$ cat config.mk
export PLATFORM = sky130hd
export DESIGN_NAME = bemicrocv_led_sched
export DESIGN_NICKNAME = d
export VERILOG_FILES = /design/src/rtl/bemicrocv_led_sched.sv
export SDC_FILE = /design/constraint.sdc
export NUM_CORES = 1
export LEC_CHECK = 0
export CAP_MARGIN = 20
export CORE_ASPECT_RATIO = 1.75
export CORE_MARGIN = 2
export CORE_UTILIZATION = 35
export DETAILED_ROUTE_END_ITERATION = 8
export PLACE_DENSITY = 0.53
export SYNTH_ARGS = -nofsm -noshare
export SYNTH_HDL_FRONTEND = slang
export SYNTH_SLANG_ARGS = --single-unit
$ cat constraint.sdc
create_clock -name CLK_24MHz -period 2.45 [get_ports CLK_24MHz]
set_input_delay 0.735 -clock CLK_24MHz [delete_from_list [all_inputs] [get_ports CLK_24MHz]]
set_output_delay 0.735 -clock CLK_24MHz [all_outputs]
set_load 0.01 [all_outputs]
$ cat src/rtl/bemicrocv_led_sched.sv
// LED pattern scheduler for the BeMicro CV: debounced Tact1 cycles four patterns stepped by a tick divider.
// Optional PWM dimming of lit LEDs is enabled by defining BEMICROCV_LED_SCHED_PWM_DIM_EN.
module bemicrocv_led_sched #(
    parameter int   W_CNT      = 23,
    parameter int   DEB_CYCLES = 240000,
    parameter logic LED_ON     = 1'b0,
    parameter logic TACT_ON    = 1'b0,
    parameter int   DIM_LEVEL  = 4
) (
    input  logic       CLK_24MHz,
    input  logic       RESET_N,
    input  logic       Tact1,
    output logic [7:0] LED,
    output logic [1:0] mode,
    output logic       tick
);

    localparam logic LED_OFF  = ~LED_ON;
    localparam logic TACT_OFF = ~TACT_ON;
    localparam int   W_DEB    = $clog2(DEB_CYCLES + 1);
    localparam logic [W_DEB-1:0] DEB_LAST = W_DEB'(DEB_CYCLES - 1);

    typedef enum logic [1:0] {
        CHASE  = 2'd0,
        BOUNCE = 2'd1,
        BLINK  = 2'd2,
        COUNT  = 2'd3
    } mode_t;

    generate
        if (DEB_CYCLES < 1 || DIM_LEVEL < 0 || DIM_LEVEL > 16) begin : g_bad_param
            $error("bemicrocv_led_sched: DEB_CYCLES must be >= 1 and DIM_LEVEL within 0..16");
        end
    endgenerate

    function automatic logic [7:0] led_pins(input logic [7:0] lit);
        logic [7:0] pins;
        for (int i = 0; i < 8; i++) begin
            pins[i] = lit[i] ? LED_ON : LED_OFF;
        end
        return pins;
    endfunction

    logic [1:0]       sync_r;
    logic             deb_r;
    logic [W_DEB-1:0] deb_cnt_r;
    logic             press_r;
    logic [W_CNT-1:0] cnt_r;
    logic             tick_r;
    mode_t            mode_r;
    logic [7:0]       step_r;
    logic             dir_r;
    logic [7:0]       led_r;

    logic             deb_nxt_s;
    logic [W_DEB-1:0] deb_cnt_nxt_s;
    logic             press_nxt_s;
    logic [W_CNT-1:0] cnt_nxt_s;
    logic             tick_nxt_s;
    mode_t            mode_nxt_s;
    logic [7:0]       step_nxt_s;
    logic             dir_nxt_s;
    logic [7:0]       lit_s;
    logic [7:0]       led_nxt_s;

    // Debounce: a new level is accepted only after DEB_CYCLES consecutive differing samples
    always_comb begin
        deb_nxt_s     = deb_r;
        deb_cnt_nxt_s = '0;
        if (sync_r[1] != deb_r) begin
            if (deb_cnt_r == DEB_LAST) begin
                deb_nxt_s     = sync_r[1];
                deb_cnt_nxt_s = '0;
            end else begin
                deb_nxt_s     = deb_r;
                deb_cnt_nxt_s = deb_cnt_r + W_DEB'(1);
            end
        end else begin
            deb_nxt_s     = deb_r;
            deb_cnt_nxt_s = '0;
        end
        press_nxt_s = (deb_nxt_s == TACT_ON) && (deb_r != TACT_ON);
    end

    // Step divider; tick is precomputed so the output is a plain register and a press masks it
    always_comb begin
        cnt_nxt_s = '1;
        if (press_r || (cnt_r == '0)) begin
            cnt_nxt_s = '1;
        end else begin
            cnt_nxt_s = cnt_r - W_CNT'(1);
        end
        tick_nxt_s = (cnt_nxt_s == '0) && !press_nxt_s;
    end

    // Mode FSM next state: each press advances the mode
    always_comb begin
        mode_nxt_s = mode_r;
        case (mode_r)
            CHASE:   mode_nxt_s = press_r ? BOUNCE : CHASE;
            BOUNCE:  mode_nxt_s = press_r ? BLINK  : BOUNCE;
            BLINK:   mode_nxt_s = press_r ? COUNT  : BLINK;
            COUNT:   mode_nxt_s = press_r ? CHASE  : COUNT;
            default: mode_nxt_s = CHASE;
        endcase
    end

    // Step and bounce direction; dir_r = 1 means moving toward bit 0
    always_comb begin
        step_nxt_s = step_r;
        dir_nxt_s  = dir_r;
        if (press_r) begin
            step_nxt_s = 8'd0;
            dir_nxt_s  = 1'b0;
        end else if (tick_r) begin
            case (mode_r)
                BOUNCE: begin
                    if (!dir_r) begin
                        step_nxt_s = step_r + 8'd1;
                        dir_nxt_s  = (step_r == 8'd6);
                    end else begin
                        step_nxt_s = step_r - 8'd1;
                        dir_nxt_s  = (step_r != 8'd1);
                    end
                end
                default: begin
                    step_nxt_s = step_r + 8'd1;
                    dir_nxt_s  = dir_r;
                end
            endcase
        end else begin
            step_nxt_s = step_r;
            dir_nxt_s  = dir_r;
        end
    end

    // FSM output decode: lit pattern of the upcoming state so a press shows step 0 immediately
    always_comb begin
        lit_s = 8'h00;
        case (mode_nxt_s)
            CHASE, BOUNCE: lit_s = 8'd1 << step_nxt_s[2:0];
            BLINK:         lit_s = step_nxt_s[0] ? 8'h00 : 8'hFF;
            COUNT:         lit_s = step_nxt_s;
            default:       lit_s = 8'h00;
        endcase
    end

`ifdef BEMICROCV_LED_SCHED_PWM_DIM_EN
    logic [3:0] pwm_r;

    // Free-running dimming slot counter
    always_ff @(posedge CLK_24MHz) begin
        if (!RESET_N) begin
            pwm_r <= 4'd0;
        end else begin
            pwm_r <= pwm_r + 4'd1;
        end
    end

    // Lit bits only light during the first DIM_LEVEL slots of every 16
    always_comb begin
        if ({1'b0, pwm_r} < 5'(DIM_LEVEL)) begin
            led_nxt_s = led_pins(lit_s);
        end else begin
            led_nxt_s = led_pins(8'h00);
        end
    end
`else
    // Lit bits are steadily on
    always_comb begin
        led_nxt_s = led_pins(lit_s);
    end
`endif

    // Input synchronizer and debounce state
    always_ff @(posedge CLK_24MHz) begin
        if (!RESET_N) begin
            sync_r    <= {2{TACT_OFF}};
            deb_r     <= TACT_OFF;
            deb_cnt_r <= '0;
            press_r   <= 1'b0;
        end else begin
            sync_r    <= {sync_r[0], Tact1};
            deb_r     <= deb_nxt_s;
            deb_cnt_r <= deb_cnt_nxt_s;
            press_r   <= press_nxt_s;
        end
    end

    // Tick divider state
    always_ff @(posedge CLK_24MHz) begin
        if (!RESET_N) begin
            cnt_r  <= '1;
            tick_r <= 1'b0;
        end else begin
            cnt_r  <= cnt_nxt_s;
            tick_r <= tick_nxt_s;
        end
    end

    // Mode FSM state register
    always_ff @(posedge CLK_24MHz) begin
        if (!RESET_N) begin
            mode_r <= CHASE;
        end else begin
            mode_r <= mode_nxt_s;
        end
    end

    // Pattern step and LED pin registers
    always_ff @(posedge CLK_24MHz) begin
        if (!RESET_N) begin
            step_r <= 8'd0;
            dir_r  <= 1'b0;
            led_r  <= {8{LED_OFF}};
        end else begin
            step_r <= step_nxt_s;
            dir_r  <= dir_nxt_s;
            led_r  <= led_nxt_s;
        end
    end

    assign LED  = led_r;
    assign mode = mode_r;
    assign tick = tick_r;

endmodule

=== Word level (Yosys, flattened, before mapping) ===
Index checks and enable logic that the tools add are counted.

* Bits in registers: 65
* Bits of input ports: 3
* Output and inout port bits: 11

* $add $sub $neg: 4
* Eq/ne operators: 10
* Shifts and indexed selects: 1
* Mux-type cells: 23
* Bitwise gates (word level): 3
* Reduce and logical (&&, ||, !) cells: 12

{| class="wikitable"
|+ Operators with widths
! operator !! number
|-
| 23-bit logical NOT || 2
|-
| 8-bit 2-to-1 mux || 5
|-
| 8-bit case mux with 3 select lines || 1
|-
| 23-bit 2-to-1 mux || 1
|-
| 23-bit by 1-bit subtractor with 23-bit output (second input constant) || 1
|-
| 18-bit by 1-bit adder with 18-bit output (second input constant) || 1
|-
| 18-bit == test (second input constant) || 1
|-
| 1-bit 2-to-1 mux || 13
|-
| 8-bit by 1-bit adder with 8-bit output (second input constant) || 1
|-
| 2-bit == test (second input constant) || 4
|-
| 8-bit by 3-bit == test with 1-bit output (second input constant) || 1
|-
| 8-bit by 1-bit inequality test with 1-bit output (second input constant) || 1
|-
| 2-bit case mux with 4 select lines || 1
|-
| 1-bit by 3-bit left shift with 8-bit output (first input constant) || 1
|-
| 8-bit by 1-bit subtractor with 8-bit output (second input constant) || 1
|-
| 2-bit by 1-bit == test with 1-bit output (second input constant) || 2
|-
| 2-bit logical NOT || 2
|-
| 2-bit 2-to-1 mux || 2
|-
| 2-bit OR reduction || 2
|-
| 1-bit inverter || 3
|-
| 3-bit OR reduction || 1
|-
| 1-bit logical AND || 2
|-
| 2-bit AND reduction || 1
|-
| 1-bit logical NOT || 1
|-
| other kinds (2) || 2
|}

=== Logic depth before layout (Yosys ltp) ===
Gate-level depths: netlist of run 1.

* Depth in word-level cells: 8
* Mapped depth: 8
* Mapped depth without buffers: 8

=== Worst setup path before layout of run 1 ===
OpenSTA, ideal clock, no wires.

* Path type: reg2reg
* Start point: register cnt_r[5]
* End point: register tick_r (netlist: tick)
* Data arrival time: 2,144 ps
* Required time: 2,358 ps
* Setup slack: 214 ps
* Cell stages (with the launch flop): 8
* Path buffers: 1
* Period minus slack after synthesis: 2,236 ps
* Cell sequence: dfxtp_1 > buf_6 > or4_4 > nor3_2 > xnor2_1 > nand4b_1 > or4_2 > nor4_1

* Longest elaborated chain between the ends: 5
* Elaborated cells between the ends (all ways): 6
* Classes of those cells: add/sub: 1; mux: 1; reduce/logical: 4

{| class="wikitable"
|+ RTL lines
! what !! RTL line !! source
|-
| start, declared || 48 || <nowiki>logic [W_CNT-1:0] cnt_r;</nowiki>
|-
| start signal, assigned || 196 || <nowiki>cnt_r <= cnt_nxt_s;</nowiki>
|-
| branches (longest 2 deep; another with 23-bit by 1-bit subtractor with 23-bit output) || - ||
|-
| 23-bit 2-to-1 mux (*) || 88 || <nowiki>if (press_r || (cnt_r == '0)) begin</nowiki>
|-
| 23-bit logical NOT (*) || 93 || <nowiki>tick_nxt_s = (cnt_nxt_s == '0) && !press_nxt_s;</nowiki>
|-
| 1-bit logical AND (*) || 93 ||
|-
| end signal, assigned || 197 || <nowiki>tick_r <= tick_nxt_s;</nowiki>
|-
| end, declared || 49 || <nowiki>logic tick_r;</nowiki>
|}

Mark *: on every way between the ends.
A chain may end at the register's enable or synchronous reset.

=== Worst setup path in the final report of run 1 ===
* Start point: register cnt_r[0]
* End point: register tick_r (netlist: tick)

Same word-level chain as after synthesis.

==> results of run 1 <==
==> repair_timing <==
action                                  in CTS  in global routing
endpoints found under the setup margin       0                  1
gates resized for setup                      0                  1
buffers inserted                             0                  0
==> state kept, by name (all words and copies together) (netlist names) <==
name,flops
mode,2
deb_r,1
cnt_r,23
LED,8
press_r,1
deb_cnt_r,18
sync_r,2
tick,1
dir_r,1
step_r,8
==> worst max-delay path: cells and delay by family (launching register included) <==
family           cells  cell delay [ns]
AND/OR/NAND/NOR      5             1.73
flip-flops           1             0.36
XOR/XNOR             1             0.17
==> per-layer routing <==
layer  routed length, um  GRT usage
met1                3130      0.169
met2                3770      0.276
met3                 195     0.0391
met4                 130     0.0687
met5                   0          0
==> layout make-up <==
class,count,area share
inverters,8,0.00763
well taps,120,0.0382
multi-input cells,284,0.466
clock inverters,4,0.0191
flip-flops and latches,65,0.331
clock buffers,12,0.0652
repair buffers,34,0.0731
==> through the flow <==
step	hold WS [ns]	util	instance area, um^2
after floorplan	0.386	-	3230
after global placement	0.392	0.399	3600
after detailed placement	0.396	0.399	3600
after CTS	0.408	0.435	3930
after global routing	0.419	0.435	3940
final	0.410	0.435	3940
==> kinds of logic after synthesis <==
logic type / count (synthesis)
AOI/OAI and AO/OA: 40
xor gates and xnor gates: 45
adders and majority gates: 7
buffers and inverters: 21
DFF: 65
muxes: 3
and+or+nand+nor: 189
==> how the worst max path moves through the flow <==
| stage | startpoint | end | slack [ns] | depth (start not counted) |
|---|---|---|---|---|
| 2_1_floorplan | cnt_r[5] | tick | 0.21 | 7 |
| 5_1_grt | cnt_r[0] | tick | 0.02 | 6 |
| 3_3_place_gp | RESET_N | tick | 0.08 | 5 |
| 4_1_cts | cnt_r[0] | tick | 0.08 | 6 |
| 3_5_place_dp | RESET_N | tick | 0.08 | 5 |
| 6_report | cnt_r[0] | tick | 0.11 | 6 |
==> cells in the final DEF, fill, tap and decap left out, types with 6 or more instances in the layout <==
cell type,netlist,layout
nor3_1,13,13
clkdlybuf4s50_1,0,13
ha_1,7,6
and4_1,6,6
xor2_1,22,22
nor2_1,51,51
xnor2_1,22,22
nor4_1,8,8
inv_1,8,8
nand2b_1,6,6
nand3_1,7,7
buf_4,0,21
dfxtp_1,65,65
o21ai_0,11,11
clkbuf_16,0,9
nand2_1,42,42
and3_1,10,10
==> power groups by stage <==
stage	clock [mW]	sequential (mW)	combinational (mW)
5_1_grt	1.48	1.07	0.0512
2_1_floorplan	0	1.09	0.0271
4_1_cts	1.43	1.07	0.0454
3_3_place_gp	0	1.09	0.0449
6_report	1.41	1.07	0.0451
3_5_place_dp	0	1.10	0.0454
==> impl_metrics.json, run 1 <==
{
  "status": "completed",
  "holdPathStages": 1,
  "p_per_area_nw_per_um2": 642,
  "cp_slowest_cell": "or4_4",
  "cts_tree": "yes",
  "h-tree-depth": 3,
  "synth-simple-area-share": 0.323,
  "rsz0062_at_grt": "no",
  "fin_ws_ns": 0.105,
  "io_buffers": 13,
  "min_period_over_period": 0.957,
  "overflow": 0,
  "max_freq_mhz": 426,
  "irDropWorstVdd_mv": 0.616,
  "dieHeight_um": 131,
  "yosysMostFrequentCell": "dfxtp_1",
  "antenna_found_initial": 0,
  "num_vias": 2590,
  "crit_chain": "or4_4, nor3_2, xnor2_1, nand4b_1, or4_2, nor4_1",
  "slew_violations": 0,
  "multiInputGateArea_um2": 1830,
  "dpl.hpwl_mm": 5.37,
  "synthMuxAreaShare": 0.00968,
  "syn_inst": 370,
  "hp-start": "sync_r[0]",
  "fin_skew_ns": 0.00491,
  "reg2reg_to": "tick",
  "antenna_cells": 0,
  "ys_seq_area_frac": 0.403,
  "finalPower_mw": 2.53,
  "p_leak_nw": 1.39,
  "area_growth_pct": 21.8,
  "numClockSinks": 65,
  "min_period_ns": 2.34,
  "synth_top_family_by_area": "simple AND/OR/NAND/NOR gates",
  "cts_hold_buf": 0,
  "p_sw_frac": 0.197,
  "die_w_um": 76.6,
  "drt_iter0_drc": 85,
  "vias_per_cell": 4.91,
  "regArea_um2": 1300,
  "wire_per_inst_um": 13.7,
  "cts_buffer_depth": 2,
  "drive_gt1_frac": 0.135,
  "synth_compound_area_frac": 0.0828,
  "grt_max_degree": 19,
  "synth-adder-area-share": 0.0271,
  "cp_max_fo": 7,
  "synthArstFlopShare": 0,
  "pwr-share-clk": 0.558,
  "syn-cell-area_um2": 3230,
  "ys.flop_type": "dfxtp_1",
  "r2r-start": "cnt_r[0]",
  "die-area_um2": 10000,
  "first_pass_iters": 4,
  "worstPathRequired_ns": 2.69,
  "detail-route-antenna-nets": 0,
  "numCtsBuffers": 9,
  "synth_xor_area_frac": 0.124,
  "grt_usage": 0.154,
  "yosys-top-cells-area": "dfxtp_1, xnor2_1, xor2_1",
  "syn_nets": 380,
  "placed_cells_incl_taps": 511,
  "grt_pass1_wl_mm": 12.4,
  "core.rowCount": 46,
  "internal-power_mw": 2.03,
  "core_area_um2": 9040,
  "slew_headroom": 0.667,
  "power_frac_seq": 0.424,
  "crit_type": "reg -> reg",
  "synth-edff-count": 0,
  "worstPathArrival_ns": 2.58,
  "ios": 14,
  "initial_core_util": 0.358,
  "cts.clk_slew.worst_paths_ns": 0.05,
  "combPwrFrac": 0.018,
  "drt_wl_total_mm": 7.23,
  "gp_congestion": 0.756,
  "hp-class": "reg -> reg",
  "final_cell_count_no_fill": 527,
  "fillers": 920,
  "avgSynthCellArea_um2": 8.73,
  "cap_violations": 0,
  "r2r_cells": 6,
  "yosysTopAreaCellShare": 0.403,
  "worst_pin_slew_ns": 0.497,
  "synth.distinct_cells": 59,
  "setup_violations": 0,
  "insertion_delay_ns": 0.32,
  "grt_pass1_vias": 2591,
  "finalSetupTns_ns": 0,
  "place_ws_ns": 0.0757,
  "critPathMaxStageDelay_ns": 0.56,
  "hold_viol": 0,
  "end_kind": "register",
  "yosys_warnings": 0,
  "cts_root_buffer": "clkbuf_16",
  "synth_common_cells": "dfxtp_1, nor2_1, nand2_1",
  "crit_path_start_kind": "register",
  "drc": 0,
  "hold_end": "sync_r[1]",
  "nets": 412,
  "p_sw_mw": 0.497,
  "synth_top_area_cell": "dfxtp_1",
  "synth_seq_cells": 65,
  "reg2reg_slack_ns": 0.11
}
Power figures use the tool's default switching activity.
==> run 2, diff against run 1 <==
--- a/config.mk
+++ b/config.mk
@@ -5,7 +5,6 @@
 export SDC_FILE = /design/constraint.sdc
 export NUM_CORES = 1
 export LEC_CHECK = 0
-export CAP_MARGIN = 20
 export CORE_ASPECT_RATIO = 1.75
 export CORE_MARGIN = 2
 export CORE_UTILIZATION = 35
==> results of run 2 <==
Same layout as run 1: the final DEF is identical, and so are final timing and power.
==> run 3, diff against run 2 <==
--- a/config.mk
+++ b/config.mk
@@ -5,8 +5,8 @@
 export SDC_FILE = /design/constraint.sdc
 export NUM_CORES = 1
 export LEC_CHECK = 0
+export CAP_MARGIN = 25
 export CORE_ASPECT_RATIO = 1.75
-export CORE_MARGIN = 2
 export CORE_UTILIZATION = 35
 export DETAILED_ROUTE_END_ITERATION = 8
 export PLACE_DENSITY = 0.53
==> run 3 against run 2 <==
Sequential power is essentially flat. Global-route usage grew 1.3 points. Cell area shrank 1.5%. Critical path type unchanged. Critical endpoint unchanged.
==> impl_metrics.json, run 3 (synthesis results as in run 1) <==
{
  "status": "completed",
  "ios": 14,
  "core_area_um2": 9040,
  "grt_pass1_vias": 2593,
  "r2r-start": "cnt_r[0]",
  "area_growth_pct": 19.9,
  "nets": 412,
  "layout_common_cells": "dfxtp_1, nor2_1, nand2_1",
  "h-tree-depth": 3,
  "r2r_cells": 6,
  "reg2reg_to": "tick",
  "setup_violations": 0,
  "cp-startpoint": "cnt_r[0]",
  "worstPathRequired_ns": 2.68,
  "finalSetupTns_ns": 0,
  "min_period_over_period": 0.948,
  "wl_met2_mm": 3.72,
  "vias_per_cell": 4.97,
  "slew_headroom": 0.699,
  "finalPower_mw": 2.28,
  "largest_reg_flops": 23,
  "hp-class": "reg -> reg",
  "drc": 0,
  "drive_gt1_frac": 0.130,
  "cp_max_fo": 7,
  "cap_violations": 0,
  "worst_pin_slew_ns": 0.448,
  "worstPathArrival_ns": 2.56,
  "cts_buffer_depth": 2,
  "hold_viol": 0,
  "num_vias": 2618,
  "cts_root_buffer": "clkbuf_16",
  "met1_length_mm": 2.94,
  "initial_core_util": 0.358,
  "rsz0062_at_grt": "no",
  "regMostFlops": "cnt_r",
  "reg2reg_slack_ns": 0.13,
  "numClockSinks": 65,
  "min_period_ns": 2.32,
  "first_pass_iters": 4,
  "numCtsBuffers": 9,
  "antenna_found_initial": 0,
  "slew_violations": 0,
  "die-area_um2": 9640,
  "antenna_cells": 0,
  "gp_congestion": 0.791,
  "cts_tree": "yes",
  "cts-resized-gates": 0,
  "p_leak_nw": 1.38,
  "cts.clk_slew.worst_paths_ns": 0.05,
  "irDropWorstVdd_mv": 0.589,
  "p_per_area_nw_per_um2": 588,
  "drt_wl_total_mm": 7.01,
  "drt_iter0_drc": 112,
  "met3_length_um": 156,
  "post-cts-setup-buffers": 0,
  "end_kind": "register",
  "final_common_cell": "dfxtp_1",
  "crit_type": "reg -> reg",
  "highest_layer": "met4",
  "dieHeight_um": 129,
  "grt_pass1_wl_mm": 12.1,
  "core.rowCount": 46,
  "insertion_delay_ns": 0.33,
  "timing.hold.ws_ns": 0.404,
  "overflow": 0,
  "max_freq_mhz": 430,
  "die_w_um": 74.6,
  "crit_path_start_kind": "register",
  "dpl.hpwl_mm": 5.28,
  "wire_per_inst_um": 13.3,
  "detail-route-antenna-nets": 0,
  "grt_usage": 0.167,
  "cts_hold_buf": 0,
  "fin_skew_ns": 0.00302,
  "grt_max_degree": 23,
  "io_buffers": 13,
  "endpoint": "tick",
  "reg_top3": "cnt_r x23, deb_cnt_r x18"
}
run 3: cell count changes in the layout (fill, tap and decap cells not counted), sizes merged:
| cell | before | now |
|---|---|---|
| clkinvlp | 2 | 0 |
| bufinv | 2 | 0 |
| clkinv | 0 | 3 |
| clkbuf | 12 | 13 |
run 3: cell type report:
cell class / count / area (um^2)
fill: 932 / 5160
sequential: 65 / 1300
clock buffer: 13 / 260
multi-input combinational: 284 / 1830
inverter: 8 / 30.0
timing repair buffer: 34 / 288
tap: 120 / 150
clock inverter: 3 / 15.0
run 3: worst min-delay path by stage:
stage / to / depth (start not counted) / startpoint / slack (ns)
4_1_cts: sync_r[1] / 1 / sync_r[0] / 0.41
5_1_grt: sync_r[1] / 1 / sync_r[0] / 0.42
6_report: sync_r[1] / 1 / sync_r[0] / 0.40
3_3_place_gp: sync_r[1] / 1 / sync_r[0] / 0.39
3_5_place_dp: sync_r[1] / 1 / sync_r[0] / 0.40
2_1_floorplan: sync_r[1] / 1 / sync_r[0] / 0.39
run 3: report_power, final:
part	total [mW]	internal [mW]	switching (mW)
Sequential	1.07	1.07	0.00735
Combinational	0.0441	0.0182	0.0260
Clock	1.16	0.734	0.429
Total	2.28	1.82	0.462
run 3: per-layer routing:
layer | global-route usage | vias up
li1 | - | 1354
met1 | 0.182 | 1221
met2 | 0.296 | 30
met3 | 0.0319 | 13
met4 | 0.0888 | 0
met5 | 0 | -
run 3: through the flow:
stage,setup slack (ns),util,area (um^2),std cells
global placement,0.0754,0.399,3600,511
detailed placement,0.0674,0.399,3600,511
global route,0.0310,0.429,3880,527
floorplan,0.214,-,3230,370
finish,0.127,0.429,3880,527
CTS,0.108,0.429,3880,527
run 3: worst max-delay path, cell delays in order, from the launching register on:
cell	delay (ns)
dfxtp_1	0.35
or4_4	0.56
nor3_2	0.24
xnor2_1	0.17
nand4b_1	0.10
or4_2	0.54
nor4_1	0.27
